### config.mk
export PLATFORM = sky130hd
export DESIGN_NAME = fifo_burst_writer
export DESIGN_NICKNAME = d
export VERILOG_FILES = /design/src/rtl/fifo_burst_writer.sv
export SDC_FILE = /design/constraint.sdc
export NUM_CORES = 1
export LEC_CHECK = 0
export CAP_MARGIN = 10
export CORE_ASPECT_RATIO = 1.4
export CORE_MARGIN = 2
export CORE_UTILIZATION = 35
export CTS_BUF_LIST = sky130_fd_sc_hd__clkbuf_8 sky130_fd_sc_hd__clkbuf_16
export DETAILED_ROUTE_END_ITERATION = 12
export MAX_ROUTING_LAYER = met4
export PLACE_DENSITY = 0.66
export SLEW_MARGIN = 20
export SYNTH_ARGS = -nofsm -noshare
export SYNTH_HDL_FRONTEND = slang
export SYNTH_SLANG_ARGS = --single-unit
### constraint.sdc
create_clock -name clk -period 13.2 [get_ports clk]
set_clock_uncertainty 0.15 [all_clocks]
set_input_delay 1.32 -clock clk [delete_from_list [all_inputs] [get_ports clk]]
set_output_delay 1.32 -clock clk [all_outputs]
set_load 0.01 [all_outputs]
### src/rtl/fifo_burst_writer.sv
// fifo_burst_writer
//
// Producer side of the engine's port-0 input FIFOs. Each burst fetches
// BURST_LEN/8 128-bit words for the data stream, then the same number for
// the weight stream. Every word is unpacked into eight 16-bit elements,
// lowest halfword first, and one element is pushed per cycle while the
// target FIFO is not full. Stream addresses carry over from one burst to
// the next, so the bursts of one command read contiguous memory.
//
// Ports
//   clk, rst                 clock, asynchronous active-high reset
//   start                    command strobe, accepted only in IDLE
//   op_num                   number of bursts, latched on start
//   data_addr, weight_addr   stream base word addresses, latched on start
//   busy                     command in progress
//   done                     one-cycle completion pulse
//   mem_rd_req/addr          read request, held until mem_rd_ack
//   mem_rd_ack               request accepted
//   mem_rd_valid/data        read return, one per accepted request
//   p0_data_fifo_*           data FIFO write port and full flag
//   p0_weight_fifo_*         weight FIFO write port and full flag
//
// state  | meaning
// -------+----------------------------------------------------------
// IDLE   | waiting for start
// REQ_D  | data word request outstanding, waiting for ack
// WAIT_D | data request accepted, waiting for read data
// UNPK_D | pushing the 8 halfwords of a data word
// REQ_W  | weight word request outstanding, waiting for ack
// WAIT_W | weight request accepted, waiting for read data
// UNPK_W | pushing the 8 halfwords of a weight word
// DONE   | command finished, done pulse issued next cycle

module fifo_burst_writer #(
    parameter int BURST_LEN = 16,
    parameter int ADDR_W    = 30,
    parameter int ADDR_STEP = 1
) (
    input  logic              clk,
    input  logic              rst,
    input  logic              start,
    input  logic [31:0]       op_num,
    input  logic [ADDR_W-1:0] data_addr,
    input  logic [ADDR_W-1:0] weight_addr,
    output logic              busy,
    output logic              done,
    output logic              mem_rd_req,
    output logic [ADDR_W-1:0] mem_rd_addr,
    input  logic              mem_rd_ack,
    input  logic              mem_rd_valid,
    input  logic [127:0]      mem_rd_data,
    output logic              p0_data_fifo_wr_en,
    output logic [15:0]       p0_data_fifo_din,
    input  logic              p0_data_fifo_full,
    output logic              p0_weight_fifo_wr_en,
    output logic [15:0]       p0_weight_fifo_din,
    input  logic              p0_weight_fifo_full
);

    localparam int                ECNT_W = $clog2(BURST_LEN + 1);
    localparam logic [ECNT_W-1:0] BL     = ECNT_W'(BURST_LEN);
    localparam logic [ADDR_W-1:0] STEP   = ADDR_W'(ADDR_STEP);

    typedef enum logic [2:0] {
        IDLE,
        REQ_D,
        WAIT_D,
        UNPK_D,
        REQ_W,
        WAIT_W,
        UNPK_W,
        DONE
    } state_t;

    state_t            state;
    logic [31:0]       op_num_q;
    logic [31:0]       burst_cnt;
    logic [ADDR_W-1:0] d_addr;
    logic [ADDR_W-1:0] w_addr;
    logic [127:0]      shift_q;
    logic [2:0]        hw_idx;
    logic [ECNT_W-1:0] elem_cnt;

    logic [ECNT_W-1:0] elem_nxt;
    logic              fifo_full;

    always_comb begin
        elem_nxt  = elem_cnt + 1'b1;
        fifo_full = (state == UNPK_W) ? p0_weight_fifo_full : p0_data_fifo_full;
    end

    always_ff @(posedge clk or posedge rst) begin
        if (rst) begin
            state                <= IDLE;
            op_num_q             <= '0;
            burst_cnt            <= '0;
            d_addr               <= '0;
            w_addr               <= '0;
            shift_q              <= '0;
            hw_idx               <= '0;
            elem_cnt             <= '0;
            busy                 <= 1'b0;
            done                 <= 1'b0;
            mem_rd_req           <= 1'b0;
            mem_rd_addr          <= '0;
            p0_data_fifo_wr_en   <= 1'b0;
            p0_data_fifo_din     <= '0;
            p0_weight_fifo_wr_en <= 1'b0;
            p0_weight_fifo_din   <= '0;
        end else begin
            done                 <= 1'b0;
            p0_data_fifo_wr_en   <= 1'b0;
            p0_weight_fifo_wr_en <= 1'b0;

            case (state)
                IDLE: begin
                    if (start) begin
                        op_num_q  <= op_num;
                        d_addr    <= data_addr;
                        w_addr    <= weight_addr;
                        burst_cnt <= '0;
                        elem_cnt  <= '0;
                        if (op_num == 32'd0) begin
                            state <= DONE;
                        end else begin
                            state       <= REQ_D;
                            busy        <= 1'b1;
                            mem_rd_req  <= 1'b1;
                            mem_rd_addr <= data_addr;
                        end
                    end
                end

                // The stream address is advanced on ack so that it already
                // points at the next word when the following request is built.
                REQ_D, REQ_W: begin
                    if (mem_rd_ack) begin
                        mem_rd_req <= 1'b0;
                        if (state == REQ_D) begin
                            d_addr <= d_addr + STEP;
                            state  <= WAIT_D;
                        end else begin
                            w_addr <= w_addr + STEP;
                            state  <= WAIT_W;
                        end
                    end
                end

                WAIT_D, WAIT_W: begin
                    if (mem_rd_valid) begin
                        shift_q <= mem_rd_data;
                        hw_idx  <= '0;
                        state   <= (state == WAIT_D) ? UNPK_D : UNPK_W;
                    end
                end

                UNPK_D, UNPK_W: begin
                    if (!fifo_full) begin
                        if (state == UNPK_D) begin
                            p0_data_fifo_wr_en <= 1'b1;
                            p0_data_fifo_din   <= shift_q[15:0];
                        end else begin
                            p0_weight_fifo_wr_en <= 1'b1;
                            p0_weight_fifo_din   <= shift_q[15:0];
                        end
                        shift_q  <= shift_q >> 16;
                        hw_idx   <= hw_idx + 3'd1;
                        elem_cnt <= elem_nxt;

                        if (hw_idx == 3'd7) begin
                            if (elem_nxt < BL) begin
                                // more words of the same stream in this burst
                                mem_rd_req <= 1'b1;
                                if (state == UNPK_D) begin
                                    state       <= REQ_D;
                                    mem_rd_addr <= d_addr;
                                end else begin
                                    state       <= REQ_W;
                                    mem_rd_addr <= w_addr;
                                end
                            end else if (state == UNPK_D) begin
                                elem_cnt    <= '0;
                                state       <= REQ_W;
                                mem_rd_req  <= 1'b1;
                                mem_rd_addr <= w_addr;
                            end else begin
                                elem_cnt  <= '0;
                                burst_cnt <= burst_cnt + 32'd1;
                                if ((burst_cnt + 32'd1) == op_num_q) begin
                                    state <= DONE;
                                    busy  <= 1'b0;
                                end else begin
                                    state       <= REQ_D;
                                    mem_rd_req  <= 1'b1;
                                    mem_rd_addr <= d_addr;
                                end
                            end
                        end
                    end
                end

                DONE: begin
                    done  <= 1'b1;
                    busy  <= 1'b0;
                    state <= IDLE;
                end

                default: state <= IDLE;
            endcase
        end
    end

endmodule

; Yosys cells after proc, flatten, opt, wreduce, memory -nomap -nowiden
; Cells that the tools add are included.
[totals]
register_bits = 330
inputBits = 227
output_inout_bits = 67
elab_cells = 137
[op_classes]
n_addsub = 5
magnitude_cmp = 1
n_eq_ne = 21
mux = 70
bitwise = 2
reduce_logical = 22
[op_table]
columns = operator, n
row1 = 30-bit two-way mux, 14
row2 = 128-bit two-way mux, 2
row3 = 128-bit one-hot mux with 2 select lines, 1
row4 = 30-bit one-hot mux with 2 select lines, 3
row5 = 32-bit two-way mux, 5
row6 = 32-bit one-hot mux with 2 select lines, 1
row7 = 30-bit by 1-bit adder with 30-bit output (second input constant), 2
row8 = 3-bit two-way mux, 14
row9 = 32-bit by 1-bit adder with 32-bit output (second input constant), 1
row10 = 32-bit == test, 1
row11 = 32-bit zero test, 1
row12 = 2-bit inequality test (second input constant), 11
row13 = 1-bit two-way mux, 21
row14 = 5-bit two-way mux, 4
row15 = 3-bit == test (second input constant), 5
row16 = 3-bit one-hot mux with 5 select lines, 1
row17 = 3-bit AND reduction, 4
row18 = 6-bit AND reduction, 2
row19 = 5-bit one-hot mux with 2 select lines, 1
row20 = 4-bit AND reduction, 2
row21 = 8-bit AND reduction, 1
row22 = 7-bit AND reduction, 1
row23 = 3-bit by 2-bit == test with 1-bit output (second input constant), 2
row24 = 1-bit one-hot mux with 3 select lines, 2
row25 = other kinds (13), 19

; Longest topological paths before layout
[logic_depth]
depth_word = 8
ltp_mapped = 12
depth_no_buf = 10

; Least setup slack after synthesis
; No wires, ideal clock.
[synth_path]
kind = register -> register
startpoint = register burst_cnt[0]
endpoint = register mem_rd_addr[0]
setup_time_ns = 0.125
t_arrival_ns = 3.381
t_required_ns = 12.925
path_slack_ns = 9.544
path_stages_with_launch = 13
n_path_buf = 2
period_less_slack_ns = 3.656
cell_sequence = dfrtp_1 > ha_1 > nand3_4 > or4_4 > buf_6 > or3_1 > xnor2_1 > or3_1 > nor4_2 > nand4_2 > nand2_4 > buf_12 > mux2_4
[synth_between]
elab_chain_cells = 4
[synth_lines]
columns = item, line_no
row1 = from (decl), 77  ; logic [31:0] burst_cnt;
row2 = from (signal assigned), 188  ; burst_cnt <= burst_cnt + 32'd1;
row3 = 32-bit by 1-bit adder with 32-bit output, 189  ; if ((burst_cnt + 32'd1) == op_num_q) begin
row4 = 32-bit == test, 189
row5 = 4-bit inequality test (no line), n/a
row6 = 6-bit AND reduction (no line), n/a
row7 = to (signal assigned), 179  ; mem_rd_addr <= w_addr;
row8 = to (signal assigned), 185  ; mem_rd_addr <= w_addr;
row9 = to (signal assigned), 195  ; mem_rd_addr <= d_addr;
row10 = to (decl), 48  ; output logic [ADDR_W-1:0] mem_rd_addr,
; Every way passes these cells.
; A chain may end at the register's enable or synchronous reset.

; Final worst setup path
[layout_path]
startpoint = register state[0]
endpoint = register mem_rd_addr[11]
[layout_between]
elab_chain_cells = 6
elab_cells_between_ends = 18
cone_classes = eq/ne (7) / mux (7) / reduce/logical (4)
[layout_lines]
columns = item, line_no
row1 = from (decl), 75  ; state_t state;
row2 = from (signal assigned), 153  ; state <= (state == WAIT_D) ? UNPK_D : UNPK_W;
row3 = 3-bit by 2-bit == test with 1-bit output, "115, 174, 181"
row4 = 30-bit two-way mux (on tied branches), "181, 174"
row5 = 30-bit two-way mux, 171  ; if (elem_nxt < BL) begin
row6 = 30-bit two-way mux, 170  ; if (hw_idx == 3'd7) begin
row7 = 30-bit two-way mux, 158  ; if (!fifo_full) begin
row8 = 30-bit one-hot mux with 2 select lines, 115  ; case (state)
row9 = to (signal assigned), 129  ; mem_rd_addr <= data_addr;
row10 = to (signal assigned), 176  ; mem_rd_addr <= d_addr;
row11 = to (signal assigned), 179
; Several ways; a longest one is shown, not always the timed one. The select of a mux whose other input is x is not followed.

==> impl_results.md <==
- Peak Freq: 194 MHz
- Average wire per standard cell: 19.0 um
- Sw Pwr: 2370 uW
- Kind of critical path: flop to flop
- Cells after synthesis: 1976
- Worst-path maximum fanout: 99
- Yosys reg bits: 330
- Mean post-synth cell area: 8.79 um^2
- Ys async rst share: 100%
- Worst min path class: flop to flop
- FF-to-FF End: mem_rd_addr[11]$_DFFE_PP0P_
- Least-Margin Pin Slew: 1.11 ns
- Die X-Extent: 192 um
- Critical Path End Type: flop
- Setup Buffers After CTS: 0
- HPWL after detailed placement: 38.1 mm
- Hold endpoint: shift_q[124]$_DFFE_PP0P_
- Clock transition at path regs: 0.06 ns
- Mapped cell area: 17400 um^2
- Cell Int Power: 3240 uW
- Critical Path RT: 13.46 ns
- Final instance area: 22000 um^2
- Finish-stage setup viols: 0
- Final period utilization: 39.0%
- Max clock buf depth: 3
- Initial Util: 35.4%
- First-pass GRT wire length: 84.5 mm
- Clock group share of total power: 18.9%
- Setup_tns: 0 ns
- Antenna violations before repair: 11
- Grt total ovfl: 0
- Final Hold Viols: 0
- Cell taking the most area after synthesis: dfrtp_1
- Final hold slack: 0.316 ns
- Seq/Total Area, Yosys: 47.6%
- Routed WL: 54.4 mm
- Critical Path Start Type: flop
- Largest net degree at the start of global routing: 240
- Row cnt: 96
- RSZ-0062 raised after global routing: false
- Vias: 15539
- Port Buffers: 293
- Final core utilization: 45.0%
- Sinks on Clock Net: 330
- HP Start: shift_q[124]$_DFFE_PP0P_
- Seq. cell area: 8260 um^2
- Total die area: 51400 um^2
- IO Pins: 294
- DRC viols: 0
- Post_cts resized: 0
- Gpl congestion: 0.923
- Number of fill cells: 4787
- Status: completed
- Worst endpoint data arrival time: 5.41 ns
- Vias in the first global route: 15277
- First-pass iteration count of the detailed router: 6
- Seq pwr share: 33.7%
- Hold buffers post-CTS: 0
- Post-synth EDFFs: 0
- R2R depth: 8
- Count of pins over their slew limit: 0
- CTS Buf Count: 38
- Post-synthesis xor/xnor area fraction: 2.37%
- H-tree level count: 2
- Layout cells sized above 1: 8.88%
- Syn-to-layout area delta: 26.9%
- Clk root buf: clkbuf_16
- Min Tclk post-route: 5.15 ns
- Net count, final: 2427
- DR iter-0 viols: 1007
- RR Startpoint: state[0]$_DFFE_PP0P_
- Synth Area in Compound Gates: 15.4%
- Post-synth cell types: 63
- Total track usage: 21.5%
- Main combinational cell family by area after synthesis: simple AND/OR/NAND/NOR gates
- Post-synthesis adder-cell area fraction: 0.505%
- Combinational Power Share: 47.4%
- TritonCTS clock tree: done
- Post-synthesis mux area share: 8.90%
- R2r setup slk: 8.05 ns
- Die Ht: 268 um
- Skew-Pair Late Insertion Delay: 0.54 ns
- Core area: 49000 um^2
- Hold path depth: 2
- Yosys warnings: 0
- Syn nets: 2210
- Max cap viols: 0
- PD cells: 255 nW/um^2
- Final ANT Viol Nets: 0
- Sw frac: 42.2%
- DP Cell Count: 2789
- Cell Count, Final, Fillers Out: 2867
- Slew headroom: 26.2%
- Placed Area: 20700 um^2
- Top cells by area, synth: dfrtp_1 (48%), nand2_1 (8.5%), nor2_1 (5.0%)
- Multi-input gate area: 8520 um^2
- Top-area cell type share of the netlist area: 47.6%
- Leakage: 0.00917 uW
- Top_reg_cell synth: dfrtp_1
- Worst VDD drop: 0.303 mV
- Via density: 5.42
- Synth Area in Simple Gates: 21.6%
-- flip-flops by register name, summed over array words and instances (netlist names), 3 cells and up --
| register | flops |
|---|---|
| shift_q | 128 |
| burst_cnt | 32 |
| hw_idx | 3 |
| mem_rd_addr | 30 |
| p0_data_fifo_din | 16 |
| p0_weight_fifo_din | 16 |
| d_addr | 30 |
| w_addr | 30 |
| elem_cnt | 5 |
| state | 3 |
| op_num_q | 32 |
-- metal layers --
metal	vias up	routed length (um)	GRT usage [%]	part of all wire (%)
met3	89	2810	2.61	5.2
li1	7397	-	-	-
met5	-	0	-	0
met1	7546	22500	26.4	41
met4	0	1700	8.62	3.1
met2	507	27400	35.8	50
-- cell families (layout without fill, tap and decap cells) --
group / after synthesis / in the layout
AOI/OAI and AO/OA: 457 / 457
xor gates and xnor gates: 47 / 47
adders and majority gates: 7 / 7
buffers and inverters: 152 / 395
DFF: 330 / 330
muxes: 131 / 131
other: 0 / 11
and+or+nand+nor: 852 / 852
-- cell type report --
cell class              instances  share of cell area, %
multi-input cells            1494                   38.7
flip-flops and latches        330                   37.5
repair buffers                313                   14.2
clock buffers                  43                   4.68
well taps                     637                   3.62
clock inverters                23                  0.965
inverters                      16                  0.307
diodes                         11                  0.125
-- synthesized netlist by cell type, types with 11 or more instances --
cell      count
clkbuf_1    115
inv_1        16
a31oi_1     124
or3_1        11
nand3_1      68
nor4_1       23
xnor2_1      29
mux2_2       67
o31ai_1      15
xor2_1       18
and2_1       11
mux2_4       30
nand4_1      17
nor3_1       24
o21ai_0     130
o22ai_1      30
a21oi_1     122
mux2i_1      34
and3_1       23
nor2_1      232
dfrtp_1     330
nand2_1     395
-- cells in the final DEF, fill, tap and decap left out, types with 3 or more instances in the layout --
cell / instances
and2_1: 9
nor3_1: 23
and4_1: 7
clkbuf_16: 39
buf_4: 17
o32ai_1: 4
xnor2_1: 29
xor2_1: 17
a221o_1: 3
dfrtp_1: 330
ha_1: 7
clkdlybuf4s50_1: 293
o31ai_1: 15
nand2b_1: 10
mux2i_1: 34
a22o_1: 3
clkbuf_8: 4
or4_1: 5
diode_2: 11
o21ai_0: 130
bufinv_16: 3
or3_1: 11
a21oi_1: 122
mux2_2: 67
nand3_1: 68
mux2_4: 30
o41ai_1: 5
o22ai_1: 30
nor2_1: 230
nor2b_1: 4
nor4_1: 23
inv_1: 24
a31oi_1: 124
nand2_1: 394
nand4_1: 17
nand3b_1: 4
clkinv_2: 7
and3_1: 23
-- worst max path at each step --
stage / from / endpoint / slack (ns) / depth (start not counted)
2_1_floorplan: rst / burst_cnt[0]$_DFFE_PP0P_ / 2.59 / 1
3_3_place_gp: state[0]$_DFFE_PP0P_ / mem_rd_addr[12]$_DFFE_PP0P_ / 8.15 / 8
3_5_place_dp: state[0]$_DFFE_PP0P_ / mem_rd_addr[11]$_DFFE_PP0P_ / 8.07 / 8
4_1_cts: state[0]$_DFFE_PP0P_ / mem_rd_addr[11]$_DFFE_PP0P_ / 8.04 / 8
5_1_grt: state[0]$_DFFE_PP0P_ / mem_rd_addr[10]$_DFFE_PP0P_ / 7.63 / 8
6_report: state[0]$_DFFE_PP0P_ / mem_rd_addr[11]$_DFFE_PP0P_ / 8.05 / 8
-- stage by stage --
step | setup WS, ns | power (uW)
final | 8.05 | 5610
after global placement | 8.15 | 4480
after global routing | 7.63 | 6060
after floorplan | 2.59 | 3720
after CTS | 8.04 | 5650
after detailed placement | 8.07 | 4570
-- power by group through the flow --
| stage | combinational [uW] | sequential [uW] | clock (uW) |
|---|---|---|---|
| floorplan | 1920 | 1800 | 0 |
| global placement | 2600 | 1880 | 0 |
| detailed placement | 2670 | 1900 | 0 |
| CTS | 2670 | 1890 | 1090 |
| global route | 2980 | 1950 | 1130 |
| finish | 2660 | 1890 | 1060 |
-- critical path: stages, from the launching register on --
cell and delay [ns]:
dfrtp_1 0.81, xor2_1 0.34, nand2_4 0.53, buf_4 0.65, buf_4 0.90, nor2_1 0.20, nor3_1 0.42, nand2_4 0.47
mux2_4 0.44
(Power assumes the default switching activity.)
